--- src/rtl/lut_index_sequencer.sv ---
// Walks one layer's sparsity mask and streams each kept-weight index, lowest first, over valid/ready.
// First index two cycles after start; idx and idx_valid hold while idx_ready is low.
module lut_index_sequencer #(
  parameter int MAX_W  = 648,
  parameter int IDX_W  = 10,
  parameter int LAYERS = 9
) (
  input  logic             clk,
  input  logic             rst_n,
  input  logic             start,
  input  logic [3:0]       layer,
  input  logic             abort,
  output logic [3:0]       lut_addr,
  input  logic [MAX_W-1:0] mask_in,
  output logic             idx_valid,
  input  logic             idx_ready,
  output logic [IDX_W-1:0] idx,
  output logic             busy,
  output logic             done,
  output logic             err,
  output logic [IDX_W-1:0] nnz_count
);

  typedef enum logic [1:0] {IDLE, FETCH, SCAN, DONE} state_t;

  localparam logic [3:0]       LAST_LAYER = 4'(LAYERS);
  localparam logic [MAX_W-1:0] ONE_HOT0   = MAX_W'(1);

  state_t           state;
  logic [MAX_W-1:0] pending;
  logic [MAX_W-1:0] width_mask;
  logic [MAX_W-1:0] captured;
  logic [MAX_W-1:0] pending_clr;
  int               lay_w;

  function automatic logic [IDX_W-1:0] lowest_set(input logic [MAX_W-1:0] v);
    lowest_set = '0;
    for (int i = MAX_W - 1; i >= 0; i--) begin
      if (v[i]) lowest_set = IDX_W'(i);
    end
  endfunction

  // Mask width follows the latched layer, so the capture in FETCH trims bits beyond the layer.
  always_comb begin
    lay_w = 0;
    case (lut_addr)
      4'd1:             lay_w = 27;
      4'd2, 4'd3, 4'd4: lay_w = 324;
      4'd5, 4'd6, 4'd7: lay_w = 648;
      4'd8, 4'd9:       lay_w = 108;
      default:          lay_w = 0;
    endcase
    for (int i = 0; i < MAX_W; i++) width_mask[i] = (i < lay_w);
  end

  assign captured    = mask_in & width_mask;
  assign pending_clr = pending & ~(ONE_HOT0 << idx);

  always_ff @(posedge clk or negedge rst_n) begin
    if (!rst_n) begin
      state     <= IDLE;
      pending   <= '0;
      lut_addr  <= '0;
      idx       <= '0;
      idx_valid <= 1'b0;
      nnz_count <= '0;
      busy      <= 1'b0;
      done      <= 1'b0;
      err       <= 1'b0;
    end else begin
      done <= 1'b0;
      err  <= 1'b0;
      case (state)
        IDLE: begin
          if (start) begin
            if (layer != 4'd0 && layer <= LAST_LAYER) begin
              lut_addr  <= layer;
              nnz_count <= '0;
              busy      <= 1'b1;
              state     <= FETCH;
            end else begin
              err <= 1'b1;
            end
          end
        end
        FETCH: begin
          if (abort) begin
            state   <= IDLE;
            busy    <= 1'b0;
            pending <= '0;
          end else begin
            pending <= captured;
            if (captured != '0) begin
              idx       <= lowest_set(captured);
              idx_valid <= 1'b1;
              state     <= SCAN;
            end else begin
              done  <= 1'b1;
              busy  <= 1'b0;
              state <= DONE;
            end
          end
        end
        SCAN: begin
          // Abort outranks a same-cycle handshake, which is therefore not counted.
          if (abort) begin
            state     <= IDLE;
            idx_valid <= 1'b0;
            busy      <= 1'b0;
            pending   <= '0;
          end else if (idx_ready) begin
            nnz_count <= nnz_count + IDX_W'(1);
            pending   <= pending_clr;
            if (pending_clr == '0) begin
              idx_valid <= 1'b0;
              busy      <= 1'b0;
              done      <= 1'b1;
              state     <= DONE;
            end else begin
              idx <= lowest_set(pending_clr);
            end
          end
        end
        DONE: state <= IDLE;
        default: state <= IDLE;
      endcase
    end
  end

endmodule
--- config.mk ---
export PLATFORM = sky130hd
export DESIGN_NAME = lut_index_sequencer
export DESIGN_NICKNAME = d
export VERILOG_FILES = /design/src/rtl/lut_index_sequencer.sv
export SDC_FILE = /design/constraint.sdc
export NUM_CORES = 2
export LEC_CHECK = 0
export CAP_MARGIN = 20
export CORE_MARGIN = 3
export CORE_UTILIZATION = 30
export CTS_BUF_LIST = sky130_fd_sc_hd__clkbuf_16
export DETAILED_ROUTE_END_ITERATION = 7
export PLACE_DENSITY_LB_ADDON = 0.08
export SLEW_MARGIN = 30
export SYNTH_ARGS = -nofsm -noshare
export SYNTH_HDL_FRONTEND = slang
export SYNTH_SLANG_ARGS = --single-unit
--- constraint.sdc ---
create_clock -name clk -period 7.15 [get_ports clk]
set_input_delay 0.715 -clock clk [delete_from_list [all_inputs] [get_ports clk]]
set_output_delay 0.715 -clock clk [all_outputs]
set_load 0.02 [all_outputs]
==> metrics.txt <==
clock sink count=678; Yosys cell types=102; Synth area leaders=dfrtp_1, o21ai_0, o31ai_1, nand2_1, a22o_1; Hold Buf Count CTS=0; syn_area_per_cell=7.41 µm²; Post-Syn Area=0.0561 mm²; Commonest cells post-synth=nand2_1, o21ai_0, nor2_1; H-tree Lvls=3; ANT nets after route=0; relative slew slack=around a quarter; detailed-router iteration count before antenna repair=8; Post-Synthesis Cells=about 7,600; final period utilization=88.3%; routed vias=just under 70,000; worst setup path category=reg -> reg; reg2reg path depth=13; Final setup viols=0; Setup Fix Bufs, Post-CTS=0; Top Layer Used=met5; initial drt markers=approximately 8,200; Peak Freq=about 160 MHz; outcome=finished clean; CP Data Required Time=just under 8 ns; vias in the first global route=between 60,000 and 70,000; GRT Residual Overflow=0; placed cells=roughly 10,000; CTS tree=built; Fin Setup TNS=0 ns; largest net degree at the start of global routing=~180; crit path from=idx[3]$_DFFE_PN0P_; I/O Buffers=684; main flop type after synthesis=dfrtp_1; number of synthesized flops with an enable pin=0; Tightest Pin Transition=roughly 1.1 ns; Num CTS Buffers=94; CP max FO=45; ratio of cells with drive above 1 in the final layout=under 10%; Peak VDD IR=between 0.3 and 0.4 mV; top-area cell type share of the netlist area=between 30 and 40%; I/O Pins=~700; RSZ-0062 raised after global routing=no; routability cong.=roughly 0.98; GRT Total Usage=around 36%; row count=158; Placed Area=0.0661 mm²; drt drc=0; FF-to-FF setup slack=0.84 ns; Worst Setup End Kind=flop; static leakage=27.1 nW; Post-Layout Cell Count=between 10,000 and 15,000; Worst EP arrival=6.92 ns; Final min period=roughly 6.3 ns; met3 wire len=approximately 27,000 µm; worst min path class=in -> async; Reg-to-Reg Start=idx[3]$_DFFE_PN0P_; initial antenna violation count=27; worst reg2reg endpoint=idx[5]$_DFFE_PN0P_; wl on met1=145,000 µm; DR vias/cell=approximately 6.6; Ys Warns=0; Post-synth ARST share=100%; Max-Cap Viols=0; Area Growth Syn to Fin=23.8%; met2 WL=around 170,000 µm; clock skew=approximately 0.033 ns; first-pass GRT wire length=around 500,000 µm; register area share after synthesis=a little under a third; Die Ht=438 µm; CORE AREA=0.186 mm²; post-synthesis net count=a little over 8,000; clock latency on the worst-skew pair=0.75 ns; Die Width=~440 µm; die area=just under 0.2 mm²; drt total wl=between 300,000 and 400,000 µm; Clock Path Buffers=3; Starting Density=between 30% and 40%; area leader, netlist=dfrtp_1; fin nets=8,660; synthesized flop and latch total=between 600 and 700; clock-pin slew on the worst setup and hold paths=0.06 ns; Pwr Total=slightly above 30 mW; Finished Cell Area=0.0694 mm²; Final Hold Fails=0; PD cells=~450 mW/mm²; Post-DP HPWL=270,000 µm; crit path launch type=flop; total count of max-transition violations in the final report=0; drt wl/cell=34.6 µm; Root Driver=clkbuf_16; most common cell in the netlist=nand2_1; CTS-repair resized insts=0
-- kinds of logic (layout without fill, tap and decap cells) --
| logic type | count (synthesis) | count (layout) | share of synthesized area, % |
|---|---|---|---|
| AOI/OAI and AO/OA | 3171 | 3171 | 38.7 |
| and+or+nand+nor | 2941 | 2941 | 25.3 |
| buffers and inverters | 761 | 1266 | 5.43 |
| DFF | 678 | 678 | 30.2 |
| muxes | 9 | 9 | 0.172 |
| xor gates and xnor gates | 7 | 7 | 0.109 |
| adders and majority gates | 5 | 5 | 0.112 |
| other | 0 | 15 | 0 |
-- area by class of cell --
type                    count  area (µm²)
inverters                 157         589
well taps                2480        3100
flip-flops and latches    678       17000
multi-input cells        6133       36500
repair buffers            934        9200
clock buffers              98        2450
diodes                     15        37.5
fillers                 19500      116000
clock inverters            77         564
-- worst max-delay path by stage --
| stage | endpoint | depth (start not counted) |
|---|---|---|
| global route | idx[0]$_DFFE_PN0P_ | 14 |
| global placement | idx[2]$_DFFE_PN0P_ | 12 |
| CTS | idx[2]$_DFFE_PN0P_ | 12 |
| detailed placement | idx[2]$_DFFE_PN0P_ | 13 |
| floorplan | busy$_DFFE_PN0P_ | 15 |
| finish | idx[5]$_DFFE_PN0P_ | 13 |
-- per-stage QoR --
step / utilization [%] / setup slack (ns) / hold WS, ns
final: 37.4 / 0.838 / 0.0118
after floorplan: - / 3.29 / 0.419
after global placement: 35.5 / 0.0956 / 0.456
after CTS: 37.2 / 1.01 / 0.0298
after detailed placement: 35.6 / 1.05 / 0.466
after global routing: 37.4 / 0.468 / 0.0600
-- sequential cells by signal (all words and copies together) (netlist names) --
register,cells
done,1
idx_valid,1
state,2
err,1
pending,648
nnz_count,10
idx,10
busy,1
lut_addr,4
-- power breakdown --
group	leakage, nW	total, mW	switching (mW)	internal, mW
Sequential	9.10	6.02	1.04	4.97
Clock	1.57	4.86	2.11	2.75
Combinational	16.4	20.2	14.2	5.98
-- worst max-delay path: stages (launching register included) --
cell and delay (ns):
dfrtp_1 0.87, nand4bb_4 0.85, buf_4 0.56, o31ai_1 0.59, nand4_1 0.27, nor3_1 0.65
nand4_1 0.41, nor4_2 0.55, nand4b_1 0.29, nor3_2 0.31, nand2b_1 0.16, a221oi_2 0.07
buf_4 0.23, mux2_1 0.34
-- metal layers --
| metal | vias to the layer above | global-route usage (%) |
|---|---|---|
| met5 | - | 0 |
| met2 | 3843 | 58.8 |
| met1 | 34600 | 45.4 |
| met3 | 841 | 5.94 |
| li1 | 30100 | - |
| met4 | 4 | 22.0 |
-- layout by cell type (no fill, tap or decap), types with 93 or more instances in the layout --
cell type        instances
nand3_1                155
o21ai_0                853
o31ai_1                570
clkbuf_16               98
nor3_1                 166
inv_1                  181
a221oi_1               115
o31a_1                  93
a31oi_1                101
nand4_1                200
nor4_1                 237
nor2_1                 782
nand2_1                960
a21oi_1                439
clkdlybuf4s50_1        683
buf_4                  215
dfrtp_1                678
a22o_1                 399
Note: power is estimated with default switching activity, not from simulation.
